$ cat config.mk
export PLATFORM = sky130hd
export DESIGN_NAME = vga_cursor_overlay
export DESIGN_NICKNAME = d
export VERILOG_FILES = /design/src/rtl/vga_cursor_overlay.sv
export SDC_FILE = /design/constraint.sdc
export NUM_CORES = 1
export LEC_CHECK = 0
export BUFFER_PORTS_ARGS = -buffer_cell sky130_fd_sc_hd__buf_2
export CORE_MARGIN = 1.5
export CORE_UTILIZATION = 43
export DETAILED_ROUTE_END_ITERATION = 6
export GPL_TIMING_DRIVEN = 0
export PLACE_DENSITY = 0.66
export REMOVE_ABC_BUFFERS = 1
export SYNTH_ARGS = -nofsm -noshare
export SYNTH_HDL_FRONTEND = slang
export SYNTH_SLANG_ARGS = --single-unit
$ cat constraint.sdc
create_clock -name clk -period 2.4 [get_ports clk]
set_input_delay 0.12 -clock clk [delete_from_list [all_inputs] [get_ports clk]]
set_output_delay 0.12 -clock clk [all_outputs]
set_load 0.02 [all_outputs]
$ cat src/rtl/vga_cursor_overlay.sv
// Text-mode hardware cursor overlay: inverts the pixel colour inside the
// cursor cell, with frame-synchronous register updates and blinking.
module vga_cursor_overlay #(
    parameter int TEXT_COLS   = 80,
    parameter int TEXT_ROWS   = 25,
    parameter int BORDER_ROWS = 40
) (
    input  logic        clk,
    input  logic        reset_n,
    input  logic [3:0]  pix_r,
    input  logic [3:0]  pix_g,
    input  logic [3:0]  pix_b,
    input  logic        pix_hsync,
    input  logic        pix_vsync,
    input  logic [9:0]  pix_row,
    input  logic [9:0]  pix_col,
    input  logic        reg_wr_en,
    input  logic [1:0]  reg_sel,
    input  logic [10:0] reg_wr_data,
    output logic [10:0] reg_rd_data,
    output logic [3:0]  vga_r,
    output logic [3:0]  vga_g,
    output logic [3:0]  vga_b,
    output logic        vga_hsync,
    output logic        vga_vsync
);

    localparam logic [9:0]  LP_TOP   = 10'(BORDER_ROWS);
    localparam logic [9:0]  LP_BOT   = 10'(BORDER_ROWS + 16 * TEXT_ROWS);
    localparam logic [9:0]  LP_RIGHT = 10'(8 * TEXT_COLS);
    localparam logic [15:0] LP_COLS  = 16'(TEXT_COLS);

    logic        r_vsync_d;
    logic [4:0]  r_blink;

    logic [10:0] r_sh_pos;
    logic [2:0]  r_sh_start;
    logic [2:0]  r_sh_end;
    logic        r_sh_en;
    logic        r_sh_boff;

    logic [10:0] r_act_pos;
    logic [2:0]  r_act_start;
    logic [2:0]  r_act_end;
    logic        r_act_en;
    logic        r_act_boff;

    logic        w_frame;
    logic [9:0]  w_rel;
    logic [15:0] w_cell;
    logic [2:0]  w_scan;
    logic        w_in_text;
    logic        w_visible;
    logic        w_hit;
    logic        w_unused_bits;

    assign w_frame = r_vsync_d & ~pix_vsync;

    always_ff @(posedge clk or negedge reset_n) begin
        if (!reset_n) begin
            r_vsync_d  <= 1'b1;
            r_blink    <= '0;
            r_sh_pos   <= '0;
            r_sh_start <= 3'd6;
            r_sh_end   <= 3'd7;
            r_sh_en    <= 1'b1;
            r_sh_boff  <= 1'b0;
        end else begin
            r_vsync_d <= pix_vsync;
            if (w_frame)
                r_blink <= r_blink + 5'd1;
            if (reg_wr_en) begin
                case (reg_sel)
                    2'd0: r_sh_pos <= reg_wr_data;
                    2'd1: begin
                        r_sh_start <= reg_wr_data[2:0];
                        r_sh_end   <= reg_wr_data[5:3];
                    end
                    2'd2: begin
                        r_sh_en   <= reg_wr_data[0];
                        r_sh_boff <= reg_wr_data[1];
                    end
                    default: ;
                endcase
            end
        end
    end

    // Non-blocking copy means a same-edge write lands one frame later.
    always_ff @(posedge clk or negedge reset_n) begin
        if (!reset_n) begin
            r_act_pos   <= '0;
            r_act_start <= 3'd6;
            r_act_end   <= 3'd7;
            r_act_en    <= 1'b1;
            r_act_boff  <= 1'b0;
        end else if (w_frame) begin
            r_act_pos   <= r_sh_pos;
            r_act_start <= r_sh_start;
            r_act_end   <= r_sh_end;
            r_act_en    <= r_sh_en;
            r_act_boff  <= r_sh_boff;
        end
    end

    always_comb begin
        reg_rd_data = '0;
        case (reg_sel)
            2'd0:    reg_rd_data = r_sh_pos;
            2'd1:    reg_rd_data = {5'b0, r_sh_end, r_sh_start};
            2'd2:    reg_rd_data = {9'b0, r_sh_boff, r_sh_en};
            default: reg_rd_data = '0;
        endcase
    end

    assign w_rel     = pix_row - LP_TOP;
    assign w_cell    = {10'b0, w_rel[9:4]} * LP_COLS + {9'b0, pix_col[9:3]};
    assign w_scan    = w_rel[3:1];
    assign w_in_text = (pix_row >= LP_TOP) && (pix_row < LP_BOT)
                     && (pix_col < LP_RIGHT);
    assign w_visible = ~r_blink[4] | r_act_boff;

    // Out-of-range POS cannot match since in-text cells stay below the limit.
    assign w_hit = w_in_text && r_act_en && w_visible
                 && (w_cell == {5'b0, r_act_pos})
                 && (r_act_start <= w_scan) && (w_scan <= r_act_end);

    assign w_unused_bits = &{1'b0, w_rel[0], pix_col[2:0]};

    always_ff @(posedge clk or negedge reset_n) begin
        if (!reset_n) begin
            vga_r     <= '0;
            vga_g     <= '0;
            vga_b     <= '0;
            vga_hsync <= 1'b1;
            vga_vsync <= 1'b1;
        end else begin
            vga_r     <= w_hit ? ~pix_r : pix_r;
            vga_g     <= w_hit ? ~pix_g : pix_g;
            vga_b     <= w_hit ? ~pix_b : pix_b;
            vga_hsync <= pix_hsync;
            vga_vsync <= pix_vsync;
        end
    end

endmodule

==> results.json <==
{
  "synthArstFlopShare": 1.00,
  "syn2layout_area_growth_pct": 31.8,
  "violations": "setup timing",
  "stdcell_area_sq_um": 4300,
  "routed-via-count": 2407,
  "slowest_stage": "or4b_1",
  "drc_errors": 0,
  "grt_pass1_wl_mm": 11.3,
  "drv_cap": 0,
  "drt-total-wl_mm": 6.73,
  "viasPerCell": 4.78,
  "overflow": 0,
  "drtPass1Iterations": 4,
  "cts_sinks": 57,
  "cts_made_buffers": 9,
  "setup_ws_ns": -0.295,
  "port_buffers": 71,
  "crit_arrival_ns": 2.91,
  "ir_drop_v": 0.000394,
  "cts_tree": "yes",
  "synth_enable_flop_cells": 0,
  "cp_num_buf_inv": 4,
  "root_buffer": "clkbuf_8",
  "seq_area_frac_synth": 0.443,
  "setup_violations": 12,
  "netSwitchingPower_mw": 0.957,
  "p_int_mw": 2.12,
  "grt_usage": 0.176,
  "syn_inst": 300,
  "outcome": "finished with violations",
  "drt_iter0_drc": 75,
  "synth_ff_type": "dfrtp_1",
  "required_ns": 2.62,
  "worst_path_largest_cell_delay_ns": 0.47,
  "place_congestion": 0.808,
  "startpoint_type": "input port",
  "cp_top_family": "simple AND/OR/NAND/NOR gates",
  "ys.warnings.count": 0,
  "synth.top_cell.area_share": 0.330,
  "leakage_nw": 2.08,
  "utilization": 0.589,
  "layout_min_cycle_time_ns": 2.69,
  "io-pin-count": 75,
  "synth.avg_cell_area_sq_um": 10.9,
  "worstSetupEndpointType": "register",
  "clkTransAtPathRegs_ns": 0.06,
  "final_hold_viol_count": 0,
  "synthTopCellsByArea": "dfrtp_1, dfstp_2, nand2_1",
  "drive_gt1_frac": 0.398,
  "fp.dieH_um": 90.1,
  "timing.fmax_ghz": 0.371,
  "fin_crit_sh": 1.12,
  "wl_per_cell_um": 13.4,
  "placed_area_sq_um": 3670,
  "synth_common_cells": "nand2_1, dfrtp_1, xnor2_1",
  "synth_area_sq_um": 3260,
  "clock_power_share": 0.285,
  "finClkSkew_ns": 0.00380,
  "rows": 31,
  "max_slew_margin": 0.395,
  "core_area_sq_um": 7290,
  "crit_path_cell_trace": "buf_12 > clkinv_8 > ha_4 > nor2b_4 > or4b_1 > nand2_1 > xor2_1 > ha_1 > buf_4 > a21oi_1 > nand2_1 > xor2_1 > a31oi_1 > nand4b_4 > clkbuf_16 > xnor2_2",
  "antenna_found_initial": 0,
  "die_w_um": 90.1,
  "cts_buffer_depth": 2,
  "ys_ff_latch": 57,
  "dieArea_sq_um": 8110,
  "hold_class": "in2reg",
  "hpwl_mm": 4.70,
  "crit_type": "in2reg",
  "synth_largest_area_cell": "dfrtp_1",
  "ant_nets": 0,
  "start_util": 0.447,
  "htreeDepth": 3,
  "combPwrFrac": 0.291,
  "crit_fanout": 6,
  "power_per_cell_area_nw_per_um2": 715,
  "switching_share": 0.312,
  "grt_pass1_vias": 2472,
  "seqPwrFrac": 0.424,
  "maxSlewViolCount": 0,
  "n_antenna_cell": 0,
  "synth.distinct_cells": 44,
  "clkLatencyLatePin_ns": 0.33,
  "synth.most_common_cell": "nand2_1",
  "grt_setup_unrepaired": "true",
  "grt_max_degree": 58,
  "fin_nets": 470,
  "worst_pin_slew_ns": 0.903
}
## power by group through the flow
stage / logic [mW] / clock network, mW / registers (mW)
after global routing: 0.995 / 0.937 / 1.33
after detailed placement: 0.798 / 0 / 1.32
final: 0.894 / 0.875 / 1.30
after global placement: 0.775 / 0 / 1.31
after floorplan: 0.578 / 0 / 1.29
after CTS: 0.870 / 0.899 / 1.30
## cell type report
type	instances	area [sq um]
fillers	656	3000
multi-input cells	224	1810
flip-flops and latches	57	1440
repair buffers	100	678
clock buffers	10	138
well taps	99	124
clock inverters	6	57.6
inverters	8	45.0
## placed cells by master, fill, tap and decap left out, types with 8 or more instances in the layout
master         instances
nand2_1               65
buf_2                 68
dfstp_2               14
clkbuf_8              10
buf_4                  9
dlygate4sd3_1         19
xor2_1                 8
ha_1                  16
dfrtp_1               43
mux2_2                12
xnor2_2               13
xnor2_1               16
## metal layers
metal  part of all wire  track usage  vias to the layer above
met1               0.47        0.235                     1155
met5                  0            0                        -
met2               0.48        0.282                       49
met3              0.037       0.0355                        6
li1                   -            -                     1197
met4              0.011       0.0635                        0
## metrics by stage
stage | power [mW] | setup slack [ns] | hold WS (ns) | TNS, ns | std cells
after floorplan | 1.87 | -0.624 | -0.176 | -7.49 | 289
after global placement | 2.09 | -1.07 | 0.224 | -12.79 | 459
after detailed placement | 2.11 | -1.11 | 0.230 | -13.27 | 459
after CTS | 3.07 | -0.339 | 0.00294 | -4.03 | 500
after global routing | 3.26 | -0.464 | 0.0217 | -5.41 | 504
final | 3.07 | -0.295 | 0.0205 | -3.39 | 504
## state kept, by name, indices dropped and copies added, names as in the netlist, 3 cells and up
register	flops
vga_b	4
r_act_end	3
r_act_pos	11
vga_g	4
r_blink	5
r_sh_start	3
r_sh_pos	11
vga_r	4
r_sh_end	3
r_act_start	3
## worst reg2reg max path: stages, from the launching register on
cell       delay (ns)
dfstp_2          0.51
inv_1            0.05
ha_1             0.28
nor2b_1          0.14
o21a_1           0.16
o21ai_1          0.11
nand4_1          0.13
nor3_2           0.25
nand4b_4         0.17
clkbuf_16        0.21
xnor2_2          0.13
## final timing paths
path                                 startpoint      endpoint  cells after the start  slack, ns
max in group asynchronous               reset_n      vga_b[3]                      2       1.55
worst min register to register         r_act_en      r_act_en                      2       0.46
worst max register to register     r_act_end[1]      vga_r[3]                     10       0.14
worst max-delay path                 pix_row[3]      vga_r[3]                     16      -0.29
worst min-delay path            reg_wr_data[10]  r_sh_pos[10]                      2       0.02
min in group asynchronous               reset_n   r_sh_pos[1]                      2       0.38
## logic make-up after synthesis
group                    Yosys count  synth area share
adder cells (fa/ha/maj)           20            0.0814
multiplexers                      25            0.0841
buffers and inverters             19            0.0303
XOR/XNOR                          42             0.143
AO/OA/AOI/OAI                     27            0.0514
AND/OR/NAND/NOR                  110             0.167
flip-flops                        57             0.443
## timing repair
action,4_1_cts,5_1_grt
resized for setup,20,12
hold endpoints to repair,18,43
setup buffers,6,3
endpoints found under the setup margin,12,12
pin swaps,11,10
hold buffers,18,1
gates cloned,1,0
Note: power is estimated with default switching activity, not from simulation.
